$ cat config.mk
export PLATFORM = sky130hd
export DESIGN_NAME = user_input_decoder
export DESIGN_NICKNAME = d
export VERILOG_FILES = /design/src/rtl/user_input_decoder.sv
export SDC_FILE = /design/constraint.sdc
export NUM_CORES = 1
export LEC_CHECK = 0
export ABC_AREA = 1
export BUFFER_PORTS_ARGS = -buffer_cell sky130_fd_sc_hd__buf_2
export CAP_MARGIN = 5
export CORE_MARGIN = 1.5
export CORE_UTILIZATION = 62
export DETAILED_ROUTE_END_ITERATION = 7
export MAX_ROUTING_LAYER = met4
export PLACE_DENSITY = 0.84
export SLEW_MARGIN = 15
export SYNTH_ARGS = -nofsm -noshare
export SYNTH_HDL_FRONTEND = slang
export SYNTH_SLANG_ARGS = --single-unit
$ cat constraint.sdc
create_clock -name clk_i -period 6.45 [get_ports clk_i]
set_clock_uncertainty 0.1 [all_clocks]
set_input_delay 0.3225 -clock clk_i [delete_from_list [all_inputs] [get_ports clk_i]]
set_output_delay 0.3225 -clock clk_i [all_outputs]
set_load 0.02 [all_outputs]
$ cat src/rtl/user_input_decoder.sv
// PS/2 scan-code to game-event decoder: prefix parser, held-key tracking, show-ahead event FIFO.
// Define USER_INPUT_AUTOREPEAT_EN to build in auto-repeat and typematic suppression.

package user_input_decoder_pkg;
  typedef enum logic [2:0] {
    EV_NONE     = 3'd0,
    EV_NEW_GAME = 3'd1,
    EV_ROTATE   = 3'd2,
    EV_LEFT     = 3'd3,
    EV_RIGHT    = 3'd4,
    EV_DOWN     = 3'd5
  } user_event_t;
endpackage

module user_input_decoder
  import user_input_decoder_pkg::*;
#(
  parameter int unsigned FIFO_DEPTH    = 8,
  parameter int unsigned REPEAT_DELAY  = 25_000_000,
  parameter int unsigned REPEAT_PERIOD = 5_000_000
) (
  input  logic                              clk_i,
  input  logic                              rst_n_i,
  input  logic [7:0]                        ps2_key_data_i,
  input  logic                              ps2_key_data_en_i,
  input  logic                              user_event_rd_req_i,
  output user_event_t                       user_event_o,
  output logic                              user_event_ready_o,
  output logic [$clog2(FIFO_DEPTH+1)-1:0]   user_event_count_o,
  output logic [4:0]                        key_held_o,
  output logic                              overflow_o
);

  localparam int unsigned PtrW = $clog2(FIFO_DEPTH);
  localparam int unsigned CntW = $clog2(FIFO_DEPTH + 1);
  localparam logic [7:0]  KeyExt = 8'hE0;
  localparam logic [7:0]  KeyBrk = 8'hF0;

  if (FIFO_DEPTH < 2 || FIFO_DEPTH > 64 || (FIFO_DEPTH & (FIFO_DEPTH - 1)) != 0 ||
      REPEAT_DELAY < 2 || REPEAT_PERIOD < 2) begin : g_bad_params
    $error("user_input_decoder: illegal parameter value");
  end

  typedef enum logic [1:0] {StIdle, StExt, StBrk, StExtBrk} state_e;

  state_e      state_q;
  logic [4:0]  held_q, held_d;
  logic        push_q, push_d;
  user_event_t push_ev_q, push_ev_d;
  logic        is_ext, is_brk, is_code, key_hit, make_valid, brk_valid, parser_push;
  logic [4:0]  key_sel;
  user_event_t key_ev;

  always_comb begin
    is_ext  = (state_q == StExt) || (state_q == StExtBrk);
    is_brk  = (state_q == StBrk) || (state_q == StExtBrk);
    is_code = ps2_key_data_en_i && (ps2_key_data_i != KeyExt) && (ps2_key_data_i != KeyBrk);
    key_sel = '0;
    key_ev  = EV_NONE;
    if (!is_ext) begin
      if (ps2_key_data_i == 8'h31) begin
        key_sel = 5'b10000;
        key_ev  = EV_NEW_GAME;
      end
    end else begin
      unique case (ps2_key_data_i)
        8'h6B:   begin key_sel = 5'b00001; key_ev = EV_LEFT;   end
        8'h74:   begin key_sel = 5'b00010; key_ev = EV_RIGHT;  end
        8'h72:   begin key_sel = 5'b00100; key_ev = EV_DOWN;   end
        8'h75:   begin key_sel = 5'b01000; key_ev = EV_ROTATE; end
        default: ;
      endcase
    end
    key_hit    = key_sel != '0;
    make_valid = is_code && !is_brk && key_hit;
    brk_valid  = is_code && is_brk && key_hit;
    held_d     = held_q;
    if (make_valid) held_d = held_q | key_sel;
    if (brk_valid)  held_d = held_q & ~key_sel;
  end

`ifdef USER_INPUT_AUTOREPEAT_EN
  localparam int unsigned RepMax = (REPEAT_DELAY > REPEAT_PERIOD) ? REPEAT_DELAY : REPEAT_PERIOD;
  localparam int unsigned RepW   = $clog2(RepMax);
  localparam logic [RepW-1:0] DelayThr  = RepW'(REPEAT_DELAY - 1);
  localparam logic [RepW-1:0] PeriodThr = RepW'(REPEAT_PERIOD - 1);

  logic            rep_active_q, rep_first_q, pend_q, pend_d, rep_fire, rep_stop, rep_start;
  logic [RepW-1:0] rep_cnt_q, rep_thr;
  user_event_t     rep_ev_q, pend_ev_q, pend_ev_d;

  always_comb begin
    // typematic makes of an already-held key are swallowed
    parser_push = make_valid && ((held_q & key_sel) == '0);
    rep_start   = parser_push && (key_sel[2:0] != '0);
    rep_stop    = brk_valid && (key_ev == rep_ev_q);
    rep_thr     = rep_first_q ? DelayThr : PeriodThr;
    rep_fire    = rep_active_q && (rep_cnt_q == rep_thr) && !rep_stop;
    push_d      = 1'b0;
    push_ev_d   = EV_NONE;
    pend_d      = pend_q;
    pend_ev_d   = pend_ev_q;
    if (parser_push) begin
      push_d    = 1'b1;
      push_ev_d = key_ev;
      if (rep_fire) begin
        pend_d    = 1'b1;
        pend_ev_d = rep_ev_q;
      end
    end else if (pend_q) begin
      push_d    = 1'b1;
      push_ev_d = pend_ev_q;
      pend_d    = rep_fire;
      pend_ev_d = rep_ev_q;
    end else if (rep_fire) begin
      push_d    = 1'b1;
      push_ev_d = rep_ev_q;
    end
  end

  always_ff @(posedge clk_i or negedge rst_n_i) begin
    if (!rst_n_i) begin
      rep_active_q <= 1'b0;
      rep_first_q  <= 1'b0;
      rep_cnt_q    <= '0;
      rep_ev_q     <= EV_NONE;
      pend_q       <= 1'b0;
      pend_ev_q    <= EV_NONE;
    end else begin
      pend_q    <= pend_d;
      pend_ev_q <= pend_ev_d;
      if (rep_start) begin
        rep_active_q <= 1'b1;
        rep_first_q  <= 1'b1;
        rep_cnt_q    <= '0;
        rep_ev_q     <= key_ev;
      end else if (rep_stop) begin
        rep_active_q <= 1'b0;
      end else if (rep_active_q) begin
        if (rep_cnt_q == rep_thr) begin
          rep_cnt_q   <= '0;
          rep_first_q <= 1'b0;
        end else begin
          rep_cnt_q <= rep_cnt_q + RepW'(1);
        end
      end
    end
  end
`else
  always_comb begin
    parser_push = make_valid;
    push_d      = parser_push;
    push_ev_d   = key_ev;
  end
`endif

  // Parser FSM, held flags and the one-cycle push stage
  always_ff @(posedge clk_i or negedge rst_n_i) begin
    if (!rst_n_i) begin
      state_q   <= StIdle;
      held_q    <= '0;
      push_q    <= 1'b0;
      push_ev_q <= EV_NONE;
    end else begin
      held_q    <= held_d;
      push_q    <= push_d;
      push_ev_q <= push_ev_d;
      if (ps2_key_data_en_i) begin
        if (ps2_key_data_i == KeyExt)      state_q <= StExt;
        else if (ps2_key_data_i == KeyBrk) state_q <= is_ext ? StExtBrk : StBrk;
        else                               state_q <= StIdle;
      end
    end
  end

  user_event_t         mem_q [FIFO_DEPTH];
  logic [PtrW-1:0]     wr_ptr_q, rd_ptr_q;
  logic [CntW-1:0]     count_q;
  logic                ovf_q, empty, full, do_pop, do_push;

  always_comb begin
    empty   = count_q == '0;
    full    = count_q == CntW'(FIFO_DEPTH);
    do_pop  = user_event_rd_req_i && !empty;
    do_push = push_q && (!full || do_pop);
  end

  always_ff @(posedge clk_i) begin
    if (do_push) mem_q[wr_ptr_q] <= push_ev_q;
  end

  always_ff @(posedge clk_i or negedge rst_n_i) begin
    if (!rst_n_i) begin
      wr_ptr_q <= '0;
      rd_ptr_q <= '0;
      count_q  <= '0;
      ovf_q    <= 1'b0;
    end else begin
      if (do_push) wr_ptr_q <= wr_ptr_q + PtrW'(1);
      if (do_pop)  rd_ptr_q <= rd_ptr_q + PtrW'(1);
      if (do_push && !do_pop)      count_q <= count_q + CntW'(1);
      else if (!do_push && do_pop) count_q <= count_q - CntW'(1);
      if (push_q && !do_push) ovf_q <= 1'b1;
    end
  end

  assign user_event_o       = empty ? EV_NONE : mem_q[rd_ptr_q];
  assign user_event_ready_o = !empty;
  assign user_event_count_o = count_q;
  assign key_held_o         = held_q;
  assign overflow_o         = ovf_q;

endmodule

==> impl_metrics.json <==
{
  "power_leakage_nw": 1.19,
  "drc": 0,
  "tns_ps": 0,
  "antenna_cells": 0,
  "antenna_found_initial": 0,
  "start_util_pct": 66.8,
  "portBuffers": 25,
  "seqCellArea_mm2": 0.00127,
  "die_h_um": 63.9,
  "dieArea_mm2": 0.00408,
  "arrival_ps": 2480,
  "multi_input_area_um2": 916,
  "vias": 1684,
  "grt_pass1_wl_mm": 7.15,
  "grt_max_degree": 23,
  "gr-usage-all-layers_pct": 23.2,
  "max_stage_delay_ps": 440,
  "power_density_mw_per_mm2": 322,
  "synth_area_leaders": "edfxtp_1 31%, dfrtp_1 24%, nor2_1 7.3%",
  "grt_overflow_total": 0,
  "path_clk_slew_ps": 80,
  "clk_latency_ps": 290,
  "clockBufferDepth": 2,
  "synthAdderAreaFrac_pct": 3.59,
  "fmax_mhz": 417,
  "rsz0062_at_grt": "no",
  "yosysTopAreaCellShare_pct": 31.4,
  "synth_xor_area_share_pct": 2.29,
  "drtIter0Drc": 77,
  "slew_violations": 0,
  "hold_violations": 0,
  "seq_area_frac_synth_pct": 55.3,
  "cp-start-kind": "flop",
  "setup_viol": 0,
  "worstSetupPathType": "reg2reg",
  "rows": 21,
  "synth_cells": 237,
  "critPathMaxFanout": 5,
  "netlist-cell-type-count": 33,
  "post_drt_wl_per_cell_um": 12.8,
  "hpwl_mm": 3.15,
  "outcome": "finished, final reports clean",
  "finalCritPeriodShare_pct": 37.2,
  "globalplace.congestion": 0.863,
  "crit_slowest_cell": "dfrtp_1",
  "drive_gt1_share_pct": 22.8,
  "io_pins": 26,
  "cts_resized": 0,
  "synth_compound_area_share_pct": 7.19,
  "syn2layout_area_growth_pct": 11.6,
  "die_w_um": 63.9,
  "cts_hold_buf": 1,
  "grt_pass1_vias": 1636,
  "ir_worst_vdd_v": 0.000242,
  "post_cts_buffers": 0,
  "tightest_slew_ps": 483,
  "path_cells": "nor2_1 > nand3_1 > nand2_1 > inv_2 > ha_1 > inv_1 > ha_1 > a21oi_1 > nand2_1 > a21oi_1 > o21ai_0 > xnor2_1",
  "nFillCells": 268,
  "cts_max_level": 2,
  "totalWireLength_mm": 4.02,
  "synth-simple-area-share_pct": 25.8,
  "cts_tree": "yes",
  "root_buffer": "clkbuf_8",
  "synth_top_family_by_area": "simple AND/OR/NAND/NOR gates",
  "avgSynthCellArea_um2": 9.70,
  "synth.area.mux_share_pct": 0.980,
  "fin_nets": 285,
  "yosys.area.top_type": "edfxtp_1",
  "core_area_mm2": 0.00344,
  "numCtsBuffers": 5,
  "total_power_mw": 0.827,
  "ys_seq_elements": 46,
  "min_path_type": "in2reg",
  "synthesis.nets": 255,
  "r2r_setup_slack_ps": 4050,
  "critPathCaptureType": "flop",
  "ys.warnings.count": 0,
  "drt_first_pass_iters": 4,
  "antenna_left": 0,
  "cts.sinks": 46,
  "syn_area_mm2": 0.00230,
  "period_minus_slack_ps": 2400,
  "cp.required_ps": 6530,
  "maxCapViolCount": 0,
  "avgViaCountPerCell": 5.36,
  "relSlewSlack_pct": 67.8
}
==> final timing paths <==
path	startpoint	to	depth (start not counted)
worst max register to register	user_event_count_o[0]$_DFFE_PN0P_	user_event_count_o[3]$_DFFE_PN0P_	12
max in group asynchronous	rst_n_i	push_ev_q[2]$_DFF_PN0_	2
worst max-delay path	user_event_count_o[0]$_DFFE_PN0P_	user_event_count_o[3]$_DFFE_PN0P_	12
worst min-delay path	ps2_key_data_i[0]	push_ev_q[2]$_DFF_PN0_	2
min in group asynchronous	rst_n_i	user_event_count_o[2]$_DFFE_PN0P_	2
worst min register to register	flop	flop	2
==> area by class of cell <==
type | count | share of cell area, %
clock buffer | 5 | 2.68
tap | 46 | 2.24
timing repair buffer | 26 | 5.27
multi-input combinational | 163 | 35.7
inverter | 25 | 3.75
clock inverter | 3 | 0.829
sequential | 46 | 49.5
==> metrics by stage <==
step           utilization [%]  setup WS, ps  instance area [µm²]  instances  hold WS, ps
3_5_place_dp              71.6          4080                 2470        305          213
6_report                  74.6          4050                 2570        314          190
2_1_floorplan                -          4190                 2300        237        -73.1
5_1_grt                   74.6          3840                 2570        314          199
3_3_place_gp              71.6          4200                 2470        305          206
4_1_cts                   74.6          4060                 2570        314          187
==> worst max-delay path: cells and delay by family (launching register included) <==
| family | cells | cell delay [ps] |
|---|---|---|
| and+or+nand+nor | 4 | 560 |
| adders and majority gates | 2 | 470 |
| DFF | 1 | 440 |
| AOI/OAI and AO/OA | 3 | 370 |
| buffers and inverters | 2 | 200 |
| xor gates and xnor gates | 1 | 140 |
==> cell usage after synthesis, drive strengths merged <==
| master | count |
|---|---|
| edfxtp | 24 |
| a21oi | 3 |
| fa | 1 |
| buf | 3 |
| dfrtp | 22 |
| inv | 25 |
| xnor2 | 3 |
| o22ai | 1 |
| o21bai | 1 |
| nor2 | 51 |
| o32ai | 3 |
| xor2 | 3 |
| or2 | 1 |
| mux2 | 2 |
| nor3 | 3 |
| nand2 | 45 |
| nand3b | 2 |
| nand3 | 14 |
| o21ai | 22 |
| nand4 | 3 |
| ha | 5 |
==> kinds of logic (layout without fill, tap and decap cells) <==
logic type	after synthesis	after routing
XOR/XNOR	6	6
AO/OA/AOI/OAI	30	30
flip-flops	46	46
buffers and inverters	28	59
multiplexers	2	2
adder cells (fa/ha/maj)	6	6
AND/OR/NAND/NOR	119	119
==> cells in the final DEF, fill, tap and decap left out, drive strengths merged <==
master and n:
nand2 45, o21ai 22, buf 25, o32ai 3
ha 5, or2 1, nand4 3, clkinv 2
inv 25, dfrtp 22, clkinvlp 1, mux2 2
o21bai 1, dlygate4sd3 1, nand3 14, a21oi 3
nand3b 2, clkbuf 5, nor2 51, nor3 3
o22ai 1, edfxtp 24, xnor2 3, fa 1
xor2 3
==> power by group <==
group / switching [mW] / total, mW / internal [mW] / leakage, nW
Sequential: 0.0481 / 0.379 / 0.331 / 0.544
Clock: 0.0925 / 0.169 / 0.0760 / 0.0441
Combinational: 0.168 / 0.279 / 0.111 / 0.599
==> per-layer routing <==
metal  vias up  part of all wire, %  global-route usage (%)  wire (µm)
met5         -                    0                       -          0
met3         7                  3.6                    3.17        144
met2        39                   52                    39.3       2090
met1       792                   43                    29.3       1740
met4         0                  1.1                    6.52         44
li1        846                    -                       -          -
Note: power is estimated with default switching activity, not from simulation.
